===== src/rtl/sd_spi_pkg.sv =====
// Shared definitions for the SD-card SPI command engine: FSM encoding,
// register map, CMD/STATUS bit positions, frame geometry and the CRC7 step.
package sd_spi_pkg;

    typedef enum logic [2:0] {
        ST_INIT = 3'd0,
        ST_IDLE = 3'd1,
        ST_SEND = 3'd2,
        ST_WAIT = 3'd3,
        ST_READ = 3'd4,
        ST_GAP  = 3'd5
    } state_t;

    localparam logic [1:0] ADDR_ARG    = 2'd0;
    localparam logic [1:0] ADDR_CMD    = 2'd1;
    localparam logic [1:0] ADDR_STATUS = 2'd2;
    localparam logic [1:0] ADDR_RESP   = 2'd3;

    localparam int CMD_IDX_W    = 6;
    localparam int CMD_LONG_BIT = 8;
    localparam int CMD_FAST_BIT = 9;

    localparam int STS_BUSY      = 0;
    localparam int STS_DONE      = 1;
    localparam int STS_TIMEOUT   = 2;
    localparam int STS_INIT_DONE = 3;
    localparam int STS_R1_LSB    = 8;

    localparam int FRAME_W  = 48;
    localparam int CRC_BITS = 40;
    localparam int R1_W     = 8;
    localparam int LONG_W   = 40;

    // One serial step of CRC7, polynomial x^7 + x^3 + 1.
    function automatic logic [6:0] crc7_step(input logic [6:0] crc, input logic din);
        logic fb;
        fb = din ^ crc[6];
        return {crc[5:0], 1'b0} ^ (fb ? 7'h09 : 7'h00);
    endfunction

endpackage


===== src/rtl/sd_crc7.sv =====
// Serial CRC7 accumulator, one bit per enable, synchronous clear.
module sd_crc7 import sd_spi_pkg::*; (
    input  logic       clk,
    input  logic       reset_n,
    input  logic       clear,
    input  logic       en,
    input  logic       din,
    output logic [6:0] crc
);

    // CRC register: cleared per command, advanced once per frame bit
    always_ff @(posedge clk or negedge reset_n) begin
        if (!reset_n) begin
            crc <= 7'h00;
        end else if (clear) begin
            crc <= 7'h00;
        end else if (en) begin
            crc <= crc7_step(crc, din);
        end
    end

endmodule


===== src/rtl/sd_spi_cmd_engine.sv =====
// SD-card SPI command engine: init clocking, 48-bit command with hardware
// CRC7, R1 / 40-bit response capture with Ncr timeout, Avalon-MM registers.
module sd_spi_cmd_engine import sd_spi_pkg::*; #(
    parameter int SLOW_DIV  = 64,
    parameter int FAST_DIV  = 2,
    parameter int INIT_CLKS = 80,
    parameter int NCR_MAX   = 8,
    parameter int GAP_CLKS  = 8
) (
    input  logic        clk,
    input  logic        reset_n,
    input  logic        chip_select,
    input  logic [1:0]  address,
    input  logic        write,
    input  logic [31:0] writedata,
    input  logic        read,
    output logic [31:0] readdata,
    output logic        sd_clk,
    output logic        sd_mosi,
    input  logic        sd_miso,
    output logic        sd_cs_n
);

    localparam int WAIT_CLKS = NCR_MAX * 8;
    localparam int CNT_MAX_A = (INIT_CLKS > WAIT_CLKS) ? INIT_CLKS : WAIT_CLKS;
    localparam int CNT_MAX   = (CNT_MAX_A > FRAME_W) ? CNT_MAX_A : FRAME_W;
    localparam int CNT_W     = $clog2(CNT_MAX + 1);
    localparam int DIV_W     = $clog2(SLOW_DIV + 1);
    localparam int RX_W      = $clog2(LONG_W + 1);

    state_t             state_r, state_n;
    logic [DIV_W-1:0]   div_cnt_r, div_lim_s;
    logic [CNT_W-1:0]   cnt_r;
    logic [RX_W-1:0]    rx_cnt_r, rx_len_s;
    logic [FRAME_W-1:0] tx_sh_r, tx_next_s;
    logic [LONG_W-1:0]  rx_sh_r;
    logic [31:0]        arg_r, resp_r, status_s, readdata_r;
    logic [7:0]         r1_r;
    logic [6:0]         crc_s;
    logic               long_r, fast_r, busy_r, done_r, timeout_r, init_done_r;
    logic               sd_clk_r, sd_mosi_r, sd_cs_n_r;
    logic               tick_s, rise_s, fall_s, cmd_wr_s, arg_wr_s, crc_en_s, bump_s;

    assign div_lim_s = fast_r ? DIV_W'(FAST_DIV - 1) : DIV_W'(SLOW_DIV - 1);
    assign tick_s    = (state_r != ST_IDLE) && (div_cnt_r == div_lim_s);
    assign rise_s    = tick_s && !sd_clk_r;
    assign fall_s    = tick_s && sd_clk_r;
    // IDLE is exactly "init done and not busy", so it gates both register writes
    assign cmd_wr_s  = chip_select && write && (address == ADDR_CMD) && (state_r == ST_IDLE);
    assign arg_wr_s  = chip_select && write && (address == ADDR_ARG) && (state_r == ST_IDLE);
    assign crc_en_s  = rise_s && (state_r == ST_SEND) && (cnt_r < CNT_W'(CRC_BITS));
    assign bump_s    = (fall_s && (state_r inside {ST_INIT, ST_SEND, ST_GAP}))
                    || (rise_s && (state_r == ST_WAIT));
    assign rx_len_s  = long_r ? RX_W'(LONG_W) : RX_W'(R1_W);
    // The CRC slots into the frame right after the 40th bit has been fed to it
    assign tx_next_s = (cnt_r == CNT_W'(CRC_BITS - 1))
                     ? {crc_s, 1'b1, tx_sh_r[FRAME_W-10:0], 1'b0}
                     : {tx_sh_r[FRAME_W-2:0], 1'b0};

    sd_crc7 u_crc7 (
        .clk     (clk),
        .reset_n (reset_n),
        .clear   (cmd_wr_s),
        .en      (crc_en_s),
        .din     (sd_mosi_r),
        .crc     (crc_s)
    );

    // FSM state register
    always_ff @(posedge clk or negedge reset_n) begin
        if (!reset_n) state_r <= ST_INIT;
        else          state_r <= state_n;
    end

    // FSM next-state; leaving states on a fall keeps sd_clk low at cs_n edges
    always_comb begin
        state_n = state_r;
        case (state_r)
            ST_INIT: if (fall_s && cnt_r == CNT_W'(INIT_CLKS - 1)) state_n = ST_IDLE;
                     else state_n = state_r;
            ST_IDLE: if (cmd_wr_s) state_n = ST_SEND;
                     else state_n = state_r;
            ST_SEND: if (fall_s && cnt_r == CNT_W'(FRAME_W - 1)) state_n = ST_WAIT;
                     else state_n = state_r;
            ST_WAIT: if (rise_s && !sd_miso) state_n = ST_READ;
                     else if (fall_s && cnt_r == CNT_W'(WAIT_CLKS)) state_n = ST_GAP;
                     else state_n = state_r;
            ST_READ: if (fall_s && rx_cnt_r == rx_len_s) state_n = ST_GAP;
                     else state_n = state_r;
            ST_GAP:  if (fall_s && cnt_r == CNT_W'(GAP_CLKS - 1)) state_n = ST_IDLE;
                     else state_n = state_r;
            default: state_n = ST_INIT;
        endcase
    end

    // Clock divider; the counter restarts at every sd_clk edge
    always_ff @(posedge clk or negedge reset_n) begin
        if (!reset_n) begin
            div_cnt_r <= DIV_W'(0);
            sd_clk_r  <= 1'b0;
        end else if (tick_s) begin
            div_cnt_r <= DIV_W'(0);
            sd_clk_r  <= ~sd_clk_r;
        end else if (state_r == ST_IDLE) begin
            div_cnt_r <= DIV_W'(0);
            sd_clk_r  <= 1'b0;
        end else begin
            div_cnt_r <= div_cnt_r + DIV_W'(1);
        end
    end

    // Per-state edge counter and response shifter
    always_ff @(posedge clk or negedge reset_n) begin
        if (!reset_n) begin
            cnt_r    <= CNT_W'(0);
            rx_cnt_r <= RX_W'(0);
            rx_sh_r  <= {LONG_W{1'b0}};
        end else begin
            if (state_n != state_r) cnt_r <= CNT_W'(0);
            else if (bump_s)        cnt_r <= cnt_r + CNT_W'(1);
            if (rise_s && state_r == ST_WAIT && !sd_miso) begin
                rx_sh_r  <= {rx_sh_r[LONG_W-2:0], 1'b0};
                rx_cnt_r <= RX_W'(1);
            end else if (rise_s && state_r == ST_READ) begin
                rx_sh_r  <= {rx_sh_r[LONG_W-2:0], sd_miso};
                rx_cnt_r <= rx_cnt_r + RX_W'(1);
            end
        end
    end

    // Command shifter and pin drivers; mosi moves only on falling edges
    always_ff @(posedge clk or negedge reset_n) begin
        if (!reset_n) begin
            tx_sh_r   <= {FRAME_W{1'b0}};
            sd_mosi_r <= 1'b1;
            sd_cs_n_r <= 1'b1;
        end else begin
            sd_cs_n_r <= !(state_n inside {ST_SEND, ST_WAIT, ST_READ});
            if (cmd_wr_s) begin
                tx_sh_r   <= {2'b01, writedata[CMD_IDX_W-1:0], arg_r, 8'h01};
                sd_mosi_r <= 1'b0;
            end else if (state_n != ST_SEND) begin
                sd_mosi_r <= 1'b1;
            end else if (fall_s) begin
                tx_sh_r   <= tx_next_s;
                sd_mosi_r <= tx_next_s[FRAME_W-1];
            end
        end
    end

    // Register file and status flags
    always_ff @(posedge clk or negedge reset_n) begin
        if (!reset_n) begin
            arg_r       <= 32'h0;
            resp_r      <= 32'h0;
            r1_r        <= 8'h00;
            long_r      <= 1'b0;
            fast_r      <= 1'b0;
            busy_r      <= 1'b0;
            done_r      <= 1'b0;
            timeout_r   <= 1'b0;
            init_done_r <= 1'b0;
        end else begin
            if (arg_wr_s) arg_r <= writedata;
            if (cmd_wr_s) begin
                long_r    <= writedata[CMD_LONG_BIT];
                fast_r    <= writedata[CMD_FAST_BIT];
                busy_r    <= 1'b1;
                done_r    <= 1'b0;
                timeout_r <= 1'b0;
            end
            if (state_r == ST_INIT && state_n == ST_IDLE) init_done_r <= 1'b1;
            if (state_r == ST_WAIT && state_n == ST_GAP)  timeout_r   <= 1'b1;
            if (state_r == ST_READ && state_n == ST_GAP) begin
                r1_r <= long_r ? rx_sh_r[LONG_W-1 -: 8] : rx_sh_r[7:0];
                if (long_r) resp_r <= rx_sh_r[31:0];
            end
            if (state_r == ST_GAP && state_n == ST_IDLE) begin
                busy_r <= 1'b0;
                done_r <= 1'b1;
            end
        end
    end

    // STATUS word assembly
    always_comb begin
        status_s                      = 32'h0;
        status_s[STS_BUSY]            = busy_r;
        status_s[STS_DONE]            = done_r;
        status_s[STS_TIMEOUT]         = timeout_r;
        status_s[STS_INIT_DONE]       = init_done_r;
        status_s[STS_R1_LSB +: 8]     = r1_r;
    end

    // Registered read port, one cycle of latency
    always_ff @(posedge clk or negedge reset_n) begin
        if (!reset_n) begin
            readdata_r <= 32'h0;
        end else if (chip_select && read) begin
            case (address)
                ADDR_STATUS: readdata_r <= status_s;
                ADDR_RESP:   readdata_r <= resp_r;
                default:     readdata_r <= 32'h0;
            endcase
        end
    end

    assign readdata = readdata_r;
    assign sd_clk   = sd_clk_r;
    assign sd_mosi  = sd_mosi_r;
    assign sd_cs_n  = sd_cs_n_r;

endmodule


===== config.mk =====
export PLATFORM = sky130hd
export DESIGN_NAME = sd_spi_cmd_engine
export DESIGN_NICKNAME = d
export VERILOG_FILES = /design/src/rtl/sd_spi_pkg.sv /design/src/rtl/sd_crc7.sv /design/src/rtl/sd_spi_cmd_engine.sv
export SDC_FILE = /design/constraint.sdc
export NUM_CORES = 1
export LEC_CHECK = 0
export BUFFER_PORTS_ARGS = -buffer_cell sky130_fd_sc_hd__buf_2
export CAP_MARGIN = 10
export CELL_PAD_IN_SITES_DETAIL_PLACEMENT = 2
export CELL_PAD_IN_SITES_GLOBAL_PLACEMENT = 2
export CORE_MARGIN = 4
export CORE_UTILIZATION = 44
export DETAILED_ROUTE_END_ITERATION = 10
export MAX_ROUTING_LAYER = met4
export PLACE_DENSITY = 0.82
export SYNTH_ARGS = -nofsm -noshare
export SYNTH_HDL_FRONTEND = slang
export SYNTH_SLANG_ARGS = --single-unit

===== constraint.sdc =====
create_clock -name clk -period 5.7 [get_ports clk]
set_clock_uncertainty 0.05 [all_clocks]
set_input_delay 0.57 -clock clk [delete_from_list [all_inputs] [get_ports clk]]
set_output_delay 0.57 -clock clk [all_outputs]
set_load 0.01 [all_outputs]

======== Word level (Yosys, flattened, before mapping) ========
Index checks and enable logic that the tools add are counted.
word-level totals
  flip-flop bits (word level) ............. 230
  input bits .............................. 40
  output and inout bits ................... 35
operators by class
  add/subtract/negate cells ............... 3
  order comparisons ....................... 1
  eq/ne operators ......................... 24
  mux-type cells .......................... 37
  bitwise logic cells ..................... 3
  reduce and logical (&&, ||, !) cells .... 43
operator list
  cell                   count
  $mux W47               3
  $mux W40               2
  $pmux W32 S2           1
  $mux W48               1
  $mux W7                6
  $logic_and A1 B1 Y1    25
  $mux W6                4
  $mux W3                7
  $pmux W3 S6            1
  $add A7 B1 Y7 const B  2
  $eq A7 B6 Y1 const B   2
  $eq A7 B7 Y1 const B   2
  $reduce_bool A2 Y1     7
  $eq A3 B2 Y1 const B   4
  $eq A3 B3 Y1 const B   4
  $mux W1                10
  $reduce_bool A3 Y1     3
  $mux W8                1
  $eq A7 B3 Y1 const B   1
  $eq A7 B6 Y1           1
  $lt A7 B6 Y1 const B   1
  $xor A7 B7 Y7          1
  $add A6 B1 Y6 const B  1
  $eq A3 B1 Y1 const B   2
  other kinds (15)       19

======== Longest topological paths before layout ========
  depth in word-level cells ............... 11
  depth in mapped cells ................... 9

======== Cells and area by module ========
Synthesis repeated with hierarchy kept, for this count alone.
second synthesis, totals
  cells, all modules ...................... 851
  area, all modules ....................... 10027.1 um^2
by module, submodules not included
  module             times used  cells each  area each (um^2)  seq. area each (um^2)
  sd_spi_cmd_engine  1           823         9719.3            5582.9
  sd_crc7            1           28          307.8             175.2

======== Least setup slack after synthesis ========
Ideal clock, no wire load.
  path type ............................... register -> register
  start point ............................. register div_cnt_r[3]
  end point ............................... register tx_sh_r[20]
  library setup time ...................... 0.141 ns
  arrival ................................. 2.242 ns
  data required time ...................... 5.509 ns
  path slack .............................. 3.267 ns
  cell stages (with the launch flop) ...... 8
  path buffers ............................ 2
  period minus slack after synthesis ...... 2.433 ns
  cells stage by stage .................... dfrtp_1 > or4_1 > o32a_2 > or4_4 > buf_6 > buf_6 > o31ai_2 > a31oi_1
on the way
  word-level cells in the longest chain between the ends .. 10
  elaborated cells on any way between the ends .. 21
  classes of those cells .................. 3 x eq/ne; 7 x mux; 11 x reduce/logical
ends and longest elaborated chain
  element                                 line                      text
  start, declared                         sd_spi_cmd_engine.sv:32   logic [DIV_W-1:0] div_cnt_r, div_lim_s;
  start signal, assigned                  sd_spi_cmd_engine.sv:108  div_cnt_r <= div_cnt_r + DIV_W'(1);
  $eq A7 B6 Y1 (*)                        sd_spi_cmd_engine.sv:45   assign tick_s = (state_r != ST_IDLE) && (div_cnt_r == div_lim_s);
  $logic_and A1 B1 Y1 (*)                 sd_spi_cmd_engine.sv:45
  $logic_and A1 B1 Y1                     sd_spi_cmd_engine.sv:47   assign fall_s = tick_s && sd_clk_r;
  $logic_and A1 B1 Y1                     sd_spi_cmd_engine.sv:86   else if (fall_s && cnt_r == CNT_W'(WAIT_CLKS)) state_n = ST_GAP;
  $mux W3                                 sd_spi_cmd_engine.sv:86
  $mux W3                                 sd_spi_cmd_engine.sv:85   ST_WAIT: if (rise_s && !sd_miso) state_n = ST_READ;
  $pmux W3 S6                             sd_spi_cmd_engine.sv:78   case (state_r)
  $ne A3 B2 Y1                            sd_spi_cmd_engine.sv:142  end else if (state_n != ST_SEND) begin
  $ne A2 B2 Y1 (no source line)           -
  $reduce_and A2 Y1 (no source line) (*)  -
  end signal, assigned                    sd_spi_cmd_engine.sv:134  tx_sh_r <= {FRAME_W{1'b0}};
  end signal, assigned                    sd_spi_cmd_engine.sv:140  tx_sh_r <= {2'b01, writedata[CMD_IDX_W-1:0], arg_r, 8'h01};
  end signal, assigned                    sd_spi_cmd_engine.sv:145  tx_sh_r <= tx_next_s;
  end, declared                           sd_spi_cmd_engine.sv:35   logic [FRAME_W-1:0] tx_sh_r, tx_next_s;
Every way passes the cells marked *; elsewhere a longest branch is shown, timed or not.
A chain may end at the register's enable or synchronous reset.

======== Worst setup path in the final report ========
  start point ............................. register sd_clk_r, in the netlist sd_clk
  end point ............................... register tx_sh_r[46]
on the way
  word-level cells in the longest chain between the ends .. 8
  elaborated cells on any way between the ends .. 20
  classes of those cells .................. 2 x eq/ne; 7 x mux; 11 x reduce/logical
ends and longest elaborated chain
  element                                                  line                                              text
  start, declared                                          sd_spi_cmd_engine.sv:41                           logic sd_clk_r, sd_mosi_r, sd_cs_n_r;
  start signal, assigned                                   sd_spi_cmd_engine.sv:103                          sd_clk_r <= ~sd_clk_r;
  $logic_and A1 B1 Y1 or $logic_not A1 Y1 (tied branches)  sd_spi_cmd_engine.sv:47, sd_spi_cmd_engine.sv:46
  $logic_and A1 B1 Y1, on equally long branches            sd_spi_cmd_engine.sv:86, sd_spi_cmd_engine.sv:46
  $mux W3 or $logic_and A1 B1 Y1 (tied branches)           sd_spi_cmd_engine.sv:86, sd_spi_cmd_engine.sv:85
  $mux W3                                                  sd_spi_cmd_engine.sv:85
  $pmux W3 S6                                              sd_spi_cmd_engine.sv:78
  $ne A3 B2 Y1                                             sd_spi_cmd_engine.sv:142
  $ne A2 B2 Y1 (no source line)                            -
  $reduce_and A2 Y1 (no source line) (*)                   -
Marked as above.

==> metrics.csv <==
metric;value;unit
status;finished, final reports clean;
layout_common_cells;dfrtp_1 (228), mux2_2 (105), buf_2 (73);
synthTopCellsByArea;dfrtp_1 (56%), mux2_2 (12%), mux2i_1 (3.2%);
yosysTopAreaCell;dfrtp_1;
finalMaxSlewViolations;0;
finalHoldViolations;0;
viasPerCell;6.00;
slowest_delay;0.66;ns
hold_buffers;0;
synth_cells;866;
crit_arrival;3.69;ns
cts_tree;yes;
power.density;331;nW/um^2
crit_fanout;40;
core_area;22800;sq um
remaining_drc_errors;0;
die_h;161;um
worst-setup-path-type;flop to flop;
final_common_cell;dfrtp_1;
slowest_stage;o32ai_1;
gp_congestion;0.811;
stdcell_area;11900;sq um
required;6.06;ns
syn_to_final_growth;15.8;%
yosysSeqAreaShare;0.560;
power.leakage;5.67;nW
critical_path.top_delay_family;compound AO/OA/AOI/OAI gates;
worst_pin_slew;1.20;ns
layout.cells.non_filler;1252;
h-tree-depth;1;
grt_usage;0.257;
syn_avg_cell_area;11.9;sq um
synth_area;10300;sq um
fin_setup_tns;0;ns
place_inst;1200;
clockRootBuffer;clkbuf_16;
fin_nets;963;
grt_max_degree;130;
synth-seq-cells;230;
peakVddDrop;0.195;mV
p_seq_frac;0.448;
std_cell_rows;55;
min_period_over_period;0.584;
pwr-share-clk;0.496;
rrSetupSlack;2.37;ns
fmax;300;MHz
grt_pass1_vias;8658;
post_cts_buffers;0;
critPathCaptureType;flop;
drive_gt1_frac;0.296;
fp.dieW;161;um
io_pins;75;
postCtsResizedCells;0;
critPathBufInv;1;
first_pass_iters;6;
hpwl;18300;um
synth.top_cell.area_share;0.555;
comb_power_share;0.056;
crit_chain;or4b_1 > o32ai_1 > o211a_1 > buf_4 > nor4b_2 > o31a_1;
num-fill-cells;2197;
start_kind;flop;
yosys_most_used_dff;dfrtp_1;
p_sw_frac;0.237;
syn-num-nets;911;
setup_viol;0;
cts_buffers;27;
power_switching;0.000932;W
die_area;25900;sq um
synth_edf_count;0;
rr_worst_depth;6;
cts_sinks;230;
vias;7514;
initial_utilization;0.451;
clkTransAtPathRegs;0.06;ns
fin_crit;3.33;ns
maxCapViolCount;0;
r2r_end;tx_sh_r[46];
clk_path_buf_depth;3;
r2r-start;sd_clk;
clock_latency;0.54;ns
final_antenna_net_count;0;
routedWlPerCell;26.0;um
antenna_found_initial;1;
grt_pass1_wl;52000;um
yosysUniqueCellTypes;67;
wl;32500;um
overflow;0;
drtIter0Drc;597;
rsz0062_at_grt;no;
io_buffers;74;
synth_warnings;0;
synth-async-reset-ratio;1.00;
slew_headroom;0.200;
hold_class;input pin to async pin;
internal_power;0.00300;W
postPlaceCellArea;10900;sq um
## routing by layer
layer,track usage,vias to the layer above,share of wire
met1,0.319,4002,0.41
met2,0.451,168,0.53
met4,0.0628,0,0.022
met3,0.0316,59,0.034
met5,-,-,0
li1,-,3285,-
## power by group through the flow
stage | logic [W] | clock network (W) | registers [W]
final | 0.000219 | 0.00195 | 0.00176
after global routing | 0.000245 | 0.00207 | 0.00177
after CTS | 0.000223 | 0.00198 | 0.00176
after detailed placement | 0.000217 | 0 | 0.00179
after global placement | 0.000192 | 0 | 0.00178
after floorplan | 0.000125 | 0 | 0.00176
## worst max path at each step
stage	start	cells past startpoint	end	slack, ns
6_report	sd_clk	6	tx_sh_r[46]	2.37
5_1_grt	state_r[2]	7	resp_r[28]	2.20
4_1_cts	sd_clk	6	tx_sh_r[46]	2.36
3_5_place_dp	address[0]	6	tx_sh_r[0]	2.28
3_3_place_gp	address[0]	6	tx_sh_r[6]	2.53
2_1_floorplan	div_cnt_r[3]	7	tx_sh_r[20]	3.27
## sequential cells by signal, summed over array words and instances, names as in the netlist, 6 cells and up
signal      count
tx_sh_r        47
readdata       32
rx_sh_r        40
resp_r         32
arg_r          32
cnt_r           7
u_crc7.crc      7
rx_cnt_r        6
div_cnt_r       7
r1_r            8
## cells by family after synthesis
group	Yosys count	synth area share
AOI/OAI and AO/OA	171	0.125
buffers and inverters	80	0.0351
and+or+nand+nor	227	0.112
adders and majority gates	5	0.00609
muxes	142	0.152
DFF	230	0.560
xor gates and xnor gates	11	0.00937
## final cells by class
type | instances | area [sq um] | share of cell area
Sequential cell | 230 | 5760 | 0.484
Antenna cell | 1 | 2.50 | 0.000210
Inverter | 13 | 48.8 | 0.00410
Timing Repair Buffer | 90 | 508 | 0.0427
Tap cell | 313 | 392 | 0.0329
Multi-Input combinational cell | 556 | 4190 | 0.352
Clock inverter | 13 | 230 | 0.0193
Clock buffer | 36 | 779 | 0.0655
## stage by stage
stage	power [W]	setup WS, ns	util	hold WS, ns
global route	0.00409	2.20	0.523	0.147
global placement	0.00197	2.53	0.477	0.411
CTS	0.00397	2.36	0.522	0.144
detailed placement	0.00200	2.28	0.477	0.427
finish	0.00393	2.37	0.523	0.0524
floorplan	0.00189	3.27	-	0.224
## synth_stat cells (3+ instances only)
library cell	n
or3_1	6
nand2b_1	7
or4_1	4
a211oi_1	5
xnor2_1	7
buf_1	6
inv_1	13
xor2_1	4
mux2i_1	33
nor3_1	10
clkbuf_1	37
a21oi_1	14
nand3_1	11
o31ai_2	20
a22o_1	20
a31oi_1	39
nand2_1	64
o21ai_0	27
mux2_2	105
nor4_1	7
mux2_1	4
o31ai_1	21
nor2_1	59
buf_6	4
o211ai_1	3
buf_2	18
dfrtp_1	228
ha_1	5
nand4_1	36
## worst register-to-register path: stages (launching register included)
cell	delay (ns)
dfrtp_1	0.61
or4b_1	0.53
o32ai_1	0.66
o211a_1	0.25
buf_4	0.50
nor4b_2	0.29
o31a_1	0.32
Note: power is estimated with default switching activity, not from simulation.
